<file path="src/rtl/hamming_pkg.sv">
// hamming_pkg
// Shared definitions for the extended-Hamming (8,4) SECDED link.
//   - Codeword bit positions for the three Hamming parities, the overall
//     parity bit and the four data bits. The decoder on the receiving side
//     imports these same positions, so both ends always agree on the layout.
//   - estado_tx_t: states of the serial transmitter.
//   - codificar_hamming(): nibble -> 8-bit codeword.
package hamming_pkg;

  localparam int POS_P1 = 0;
  localparam int POS_P2 = 1;
  localparam int POS_P3 = 3;
  localparam int POS_PG = 7;
  localparam int POS_D [4] = '{2, 4, 5, 6};

  typedef enum logic [1:0] {
    REPOSO,
    INICIO,
    DATOS,
    PARADA
  } estado_tx_t;

  // Each Hamming parity covers the data bits whose 1-based position has the
  // matching bit set, so the decoder syndrome of a clean word is zero.
  // The overall parity bit makes the whole word even, which lets the
  // decoder tell single from double errors.
  function automatic logic [7:0] codificar_hamming(input logic [3:0] d);
    logic [7:0] c;
    c = '0;
    for (int i = 0; i < 4; i++) begin
      c[POS_D[i]] = d[i];
    end
    c[POS_P1] = d[0] ^ d[1] ^ d[3];
    c[POS_P2] = d[0] ^ d[2] ^ d[3];
    c[POS_P3] = d[1] ^ d[2] ^ d[3];
    c[POS_PG] = ^c[6:0];
    return c;
  endfunction

endpackage

</file>
<file path="src/rtl/codificador_hamming.sv">
// codificador_hamming
// Purely combinational nibble-to-codeword encoder.
//   dato   in  4  data nibble
//   codigo out 8  extended-Hamming codeword (no error mask applied)
module codificador_hamming
  import hamming_pkg::*;
(
  input  logic [3:0] dato,
  output logic [7:0] codigo
);

  assign codigo = codificar_hamming(dato);

endmodule

</file>
<file path="src/rtl/codificador_serial.sv">
// codificador_serial
// Transmitter for the Hamming SECDED serial link. Captures a nibble on a
// valid/ready handshake, encodes it, XORs in an optional error-injection
// mask and sends the resulting byte as a UART-style frame:
// start bit (0), palabra[0..7] LSB first, stop bit (1), each bit held for
// CICLOS_POR_BIT clock cycles.
//   reloj          in   1  clock, rising edge
//   reinicio       in   1  synchronous active-high reset
//   dato           in   4  nibble to send
//   mascara_error  in   8  XORed into the codeword at capture
//   valido         in   1  dato / mascara_error are valid
//   listo          out  1  idle, a transfer is accepted this cycle
//   tx             out  1  serial line, idles high (registered)
//   tx_activo      out  1  a frame is on the line
//   palabra        out  8  registered codeword being sent (mask applied)
//   hecho          out  1  one-cycle pulse in the last stop-bit cycle
module codificador_serial
  import hamming_pkg::*;
#(
  parameter int CICLOS_POR_BIT = 4
) (
  input  logic       reloj,
  input  logic       reinicio,
  input  logic [3:0] dato,
  input  logic [7:0] mascara_error,
  input  logic       valido,
  output logic       listo,
  output logic       tx,
  output logic       tx_activo,
  output logic [7:0] palabra,
  output logic       hecho
);

  localparam int ANCHO_CONT = (CICLOS_POR_BIT > 1) ? $clog2(CICLOS_POR_BIT) : 1;
  localparam logic [ANCHO_CONT-1:0] CONT_FIN = ANCHO_CONT'(CICLOS_POR_BIT - 1);

  estado_tx_t            estado_q, estado_d;
  logic [ANCHO_CONT-1:0] contador_q, contador_d;
  logic [2:0]            indice_q, indice_d;
  logic [7:0]            palabra_q, palabra_d;
  logic                  tx_q, tx_d;

  logic [7:0] codigo;
  logic       handshake;
  logic       fin_bit;

  codificador_hamming u_codificador_hamming (
    .dato   (dato),
    .codigo (codigo)
  );

  assign handshake = valido && (estado_q == REPOSO);
  assign fin_bit   = (contador_q == CONT_FIN);

  // State register
  always_ff @(posedge reloj) begin
    if (reinicio) begin
      estado_q   <= REPOSO;
      contador_q <= '0;
      indice_q   <= '0;
      palabra_q  <= 8'h00;
      tx_q       <= 1'b1;
    end else begin
      estado_q   <= estado_d;
      contador_q <= contador_d;
      indice_q   <= indice_d;
      palabra_q  <= palabra_d;
      tx_q       <= tx_d;
    end
  end

  // Next-state logic
  always_comb begin
    estado_d   = estado_q;
    contador_d = contador_q;
    indice_d   = indice_q;
    palabra_d  = palabra_q;

    // The bit-time counter runs in every non-idle state and wraps each bit.
    if (estado_q != REPOSO) begin
      contador_d = fin_bit ? '0 : contador_q + 1'b1;
    end

    unique case (estado_q)
      REPOSO: begin
        contador_d = '0;
        indice_d   = '0;
        if (handshake) begin
          estado_d  = INICIO;
          palabra_d = codigo ^ mascara_error;
        end
      end
      INICIO: begin
        if (fin_bit) begin
          estado_d = DATOS;
          indice_d = '0;
        end
      end
      DATOS: begin
        if (fin_bit) begin
          // 3-bit index wraps 7 -> 0 on the way into the stop bit.
          indice_d = indice_q + 3'd1;
          if (indice_q == 3'd7) begin
            estado_d = PARADA;
          end
        end
      end
      PARADA: begin
        if (fin_bit) begin
          estado_d = REPOSO;
        end
      end
      default: begin
        estado_d = REPOSO;
      end
    endcase
  end

  // Output logic. tx is registered, so its next value is derived from the
  // next state: the line changes on the same edge as the state.
  always_comb begin
    listo     = (estado_q == REPOSO);
    tx_activo = (estado_q != REPOSO);
    hecho     = (estado_q == PARADA) && fin_bit;
    tx_d      = 1'b1;
    case (estado_d)
      INICIO:  tx_d = 1'b0;
      DATOS:   tx_d = palabra_q[indice_d];
      default: tx_d = 1'b1;
    endcase
  end

  assign tx      = tx_q;
  assign palabra = palabra_q;

endmodule
</file>
<file path="config.mk">
export PLATFORM = sky130hd
export DESIGN_NAME = codificador_serial
export DESIGN_NICKNAME = d
export VERILOG_FILES = /design/src/rtl/hamming_pkg.sv /design/src/rtl/codificador_hamming.sv /design/src/rtl/codificador_serial.sv
export SDC_FILE = /design/constraint.sdc
export NUM_CORES = 1
export LEC_CHECK = 0
export BUFFER_PORTS_ARGS = -buffer_cell sky130_fd_sc_hd__buf_2
export CORE_ASPECT_RATIO = 0.9
export CORE_MARGIN = 3
export CORE_UTILIZATION = 45
export CTS_CLUSTER_SIZE = 16
export DETAILED_ROUTE_END_ITERATION = 12
export PLACE_DENSITY = 0.71
export SLEW_MARGIN = 20
export SYNTH_ARGS = -nofsm -noshare
export SYNTH_HDL_FRONTEND = slang
export SYNTH_SLANG_ARGS = --single-unit
export TNS_END_PERCENT = 20
</file>
<file path="constraint.sdc">
create_clock -name reloj -period 2.55 [get_ports reloj]
set_input_delay 0.3825 -clock reloj [delete_from_list [all_inputs] [get_ports reloj]]
set_output_delay 0.3825 -clock reloj [all_outputs]
set_load 0.1 [all_outputs]
</file>
# Word-level counts from Yosys, hierarchy flattened
# Cells that the tools add are included.
[word_totals] output_inout_bits=12 register_bits=16
[op_classes] eq_ne=7 mux=13 reduce_logical=7 add_sub_neg=2 bitwise_logic=7 order_cmp=1
[ops] op="$mux 2" count=6
[ops] op="$pmux 3 s3" count=1
[ops] op="$eq 2x2->1 const B" count=4
[ops] op="$pmux 2 s4" count=1
[ops] op="$xor 8x8->8" count=1
[ops] op="$reduce_xor 7->1" count=1
[ops] op="$mux 3" count=2
[ops] op="$xor 1x1->1" count=6
[ops] op="$eq 2x1->1 const B" count=2
[ops] op="$lt 3x4->1 const B" count=1
[ops] op="$add 3x1->3 const B" count=1
[ops] op="$bmux 1 s3" count=1
[ops] op="$eq 3x3->1 const B" count=1
[ops] op="$add 2x1->2 const B" count=1
[ops] op="$logic_and 1x1->1" count=2
[ops] op="$logic_not 2->1" count=1
[ops] op="$pmux 1 s2" count=1
[ops] op="$reduce_and 2->1" count=1
[ops] op="$reduce_bool 2->1" count=1
[ops] op="$reduce_or 2->1" count=1
[ops] op="$mux 1" count=1

# Depth between registers and ports, before layout
[depth] ltp_word=6 ltp_mapped=9 ltp_nobuf=8

# By module
# Synthesis repeated with hierarchy kept, for this count alone.
[hier_totals] hier_cells=100 hier_area_um2=1032.2
[by_module_without_submodules] module="codificador_serial" cells_each=92 area_per_inst_um2=899.6 seq_area_each_um2=320.3 n_inst=1
[by_module_without_submodules] module="codificador_hamming" cells_each=8 area_per_inst_um2=132.6 seq_area_each_um2=0.0 n_inst=1

# Worst setup path after synthesis
# No wires, ideal clock.
[synth_timing] kind="reg-to-output" start="register estado_q[1]" end="output tx_activo" slack_ns=-0.477 required_ns=2.168 arrival_time_ns=2.645 path_buffers=0 stages_incl_launch_ff=3 cell_sequence="dfxtp_1 > nor2_1 > inv_1"
[synth_via] elab_chain_len=1
[synth_rtl] element="from (decl)" line="codificador_serial.sv:37" source="estado_tx_t estado_q, estado_d;"
[synth_rtl] element="from (signal assigned)" line="codificador_serial.sv:64" source="estado_q <= estado_d;"
[synth_rtl] element="$reduce_bool 2->1" line="codificador_serial.sv:123" source="tx_activo = (estado_q != REPOSO);"
[synth_rtl] element="to (decl)" line="codificador_serial.sv:29" source="output logic tx_activo,"
# Every way passes these cells.

# Worst setup path after layout
[layout_timing] start="register contador_q[0]" end="register tx_q (netlist: tx)"
[layout_via] elab_chain_len=6 word_cells_on_any_way=13
[layout_rtl] element="from (decl)" line="codificador_serial.sv:38" source="logic [ANCHO_CONT-1:0] contador_q, contador_d;"
[layout_rtl] element="from (signal assigned)" line="codificador_serial.sv:65" source="contador_q <= contador_d;"
[layout_rtl] element="$eq 2x2->1 (*)" line="codificador_serial.sv:53" source="assign fin_bit = (contador_q == CONT_FIN);"
[layout_rtl] element="$mux 3, on equally long branches" line="codificador_serial.sv:100, codificador_serial.sv:94"
[layout_rtl] element="$pmux 3 s3" line="codificador_serial.sv:84" source="unique case (estado_q)"
[layout_rtl] element="$bmux 1 s3" line="codificador_serial.sv:128" source="DATOS: tx_d = palabra_q[indice_d];"
[layout_rtl] element="$mux 1 (not written as such)" line="codificador_serial.sv:128"
[layout_rtl] element="$pmux 1 s2 (*)" line="codificador_serial.sv:126" source="case (estado_d)"
[layout_rtl] element="to (signal assigned)" line="codificador_serial.sv:68" source="tx_q <= tx_d;"
[layout_rtl] element="to (decl)" line="codificador_serial.sv:41" source="logic tx_q, tx_d;"
# Mark *: on every way between the ends. The rest lies on a longest branch, timed or not. The select of a mux whose other input is x is not followed.
# A chain may end at the register's enable or synchronous reset.

==> out/qor.csv <==
metric;value;unit
hpwl;1.35;mm
fmax;438;MHz
synth.most_common_cell;dfxtp_1;
ys_top_cells_by_count;dfxtp_1, xnor2_1, nor2_1, a211oi_1, ha_1;
dr.pass1.iters;4;
synth.area.top_cells;dfxtp_1, xnor2_1, a211oi_1, ha_1, nor2_1;
worst_slack;266;ps
diodes;0;
post_drt_wl_per_cell;12.0;um
rsz0062_at_grt;no;
initialDrtViolationCount;12;
drive_above_1_share;0.295;
dp_cells;142;
grt_pass1_wl;2.90;mm
vias_per_cell;5.18;
place.gp.congestion;0.790;
ys_seq_area_frac;0.348;
cts_root_buf;clkbuf_4;
die_x;53.7;um
synth_cells;99;
core_area;0.00180;sq mm
path_class;register to register;
setup_violations;0;
worst_pin_slew;527;ps
slew-limit-headroom;0.639;
worstPathArrival;2470;ps
final_area;0.00109;sq mm
clkSinkCount;16;
track_usage;0.144;
finalCritPeriodShare;0.896;
startpoint_type;register;
yosysWarnings;0;
cts_max_level;1;
portBuffers;26;
die_area;0.00263;sq mm
drc;0;
die_y;48.9;um
rrSetupSlack;270;ps
insertion_delay;290;ps
whs;375;ps
vias;756;
ctsHoldBuffers;0;
gr-total-overflow;0;
maxCapViolCount;0;
fin_crit;2280;ps
yosys.area.top_type;dfxtp_1;
synth.top_cell.area_share;0.348;
cts_resized;0;
status;complete, no violations;
p_leak;0.501;nW
final-hold-violation-count;0;
grt_max_degree;19;
critPathRequiredTime;2740;ps
crit_chain;ha_1 > inv_1 > ha_1 > mux2_4 > a22oi_4 > mux2i_1 > mux2_2 > a2111oi_2;
slew_violations;0;
fillCellCount;167;
power-per-cell-area;611;mW/mm^2
mappedNetlistNets;118;
async_flop_share;0;
fp-row-count;14;
cpMostUsedCell;ha_1;
cp-end-kind;register;
numCtsBuffers;3;
pre_cts_slack;251;ps
clk_path_buf_depth;2;
vdd_ir_drop_max;0.000317;V
ys_types;29;
yosys_register_bits;16;
nNetsFinal;142;
postPlaceCellArea;0.00105;sq mm
initial_core_util;0.510;
io_pins;27;
hold_path_class;input port to register;
synth_top_flop_cell;dfxtp_1;
cp_max_fo;12;
grt_pass1_vias;690;
finalSetupTns;0;ps
cts_setup_buffers;0;
cts_tree;done;
crit_slowest_cell;ha_1;
routed_wl;1.75;mm
antenna_found_initial;0;
clock_skew;2.29;ps
final_cells;146;
synth_edf_count;0;
postRouteAntennaNets;0;
syn_area;921;sq um
area_growth;18.1;%
path_clk_slew;100;ps
avgSynthCellArea;9.30;sq um
critPathMaxStageDelay;350;ps
==> final cells by class <==
cell class / instances / area [sq um] / area share
multi-input combinational: 73 / 559 / 0.514
clock buffer: 4 / 36.3 / 0.0334
timing repair buffer: 26 / 130 / 0.120
inverter: 3 / 11.3 / 0.0104
tap: 24 / 30.0 / 0.0276
sequential: 16 / 320 / 0.295
==> routing by layer <==
layer | track usage | part of all wire | vias up
met5 | 0 | 0 | -
met4 | 0.0638 | 0.015 | 0
met3 | 0.0275 | 0.045 | 4
met2 | 0.224 | 0.49 | 20
met1 | 0.187 | 0.45 | 332
li1 | - | - | 400
==> final timing paths <==
| path | endpoint | cells past startpoint | from |
|---|---|---|---|
| hold reg to reg | contador_q[0] | 1 | contador_q[0] |
| hold / removal | palabra[6] | 3 | mascara_error[6] |
| setup reg to reg | tx | 8 | contador_q[0] |
| setup / recovery | tx | 8 | contador_q[0] |
==> power by group <==
| group | leakage, nW | total [mW] | switching (mW) | internal [mW] |
|---|---|---|---|---|
| Clock | 0.0210 | 0.174 | 0.0874 | 0.0870 |
| Sequential | 0.132 | 0.279 | 0.0135 | 0.266 |
| Combinational | 0.348 | 0.210 | 0.158 | 0.0527 |
| Total | 0.501 | 0.664 | 0.259 | 0.405 |
==> state kept, by name, summed over array words and instances, names as in the netlist <==
signal	cells
palabra	8
contador_q	2
tx	1
indice_q	3
estado_q	2
==> through the flow <==
step	total power, mW	utilization
after floorplan	0.459	-
after global placement	0.495	0.583
after detailed placement	0.497	0.583
after CTS	0.667	0.603
after global routing	0.694	0.603
final	0.664	0.603
==> critical path, delay by kind of cell (launching register included) <==
family	cells	cell delay [ps]
buf+inv	1	80
fa+ha+maj	2	540
flops	1	340
compound gates	2	550
mux	3	670
==> cell usage in the layout, fill, tap and decap left out, types with 3 or more instances in the layout <==
master    count
dfxtp_1      16
a211oi_1      9
ha_1          4
inv_1         3
nor2_1       12
xnor2_1      14
nor3b_1       3
nor2b_1       3
clkbuf_4      3
mux2i_1       3
buf_2        26
nand2_1       3
==> cell families (layout without fill, tap and decap cells) <==
family,after synthesis,after routing,share of synthesized area
flip-flops,16,16,0.348
adder cells (fa/ha/maj),4,4,0.0543
AO/OA/AOI/OAI,17,17,0.160
multiplexers,6,6,0.0734
buffers and inverters,10,33,0.0476
AND/OR/NAND/NOR,32,32,0.183
XOR/XNOR,14,14,0.133
Power figures use the tool's default switching activity.
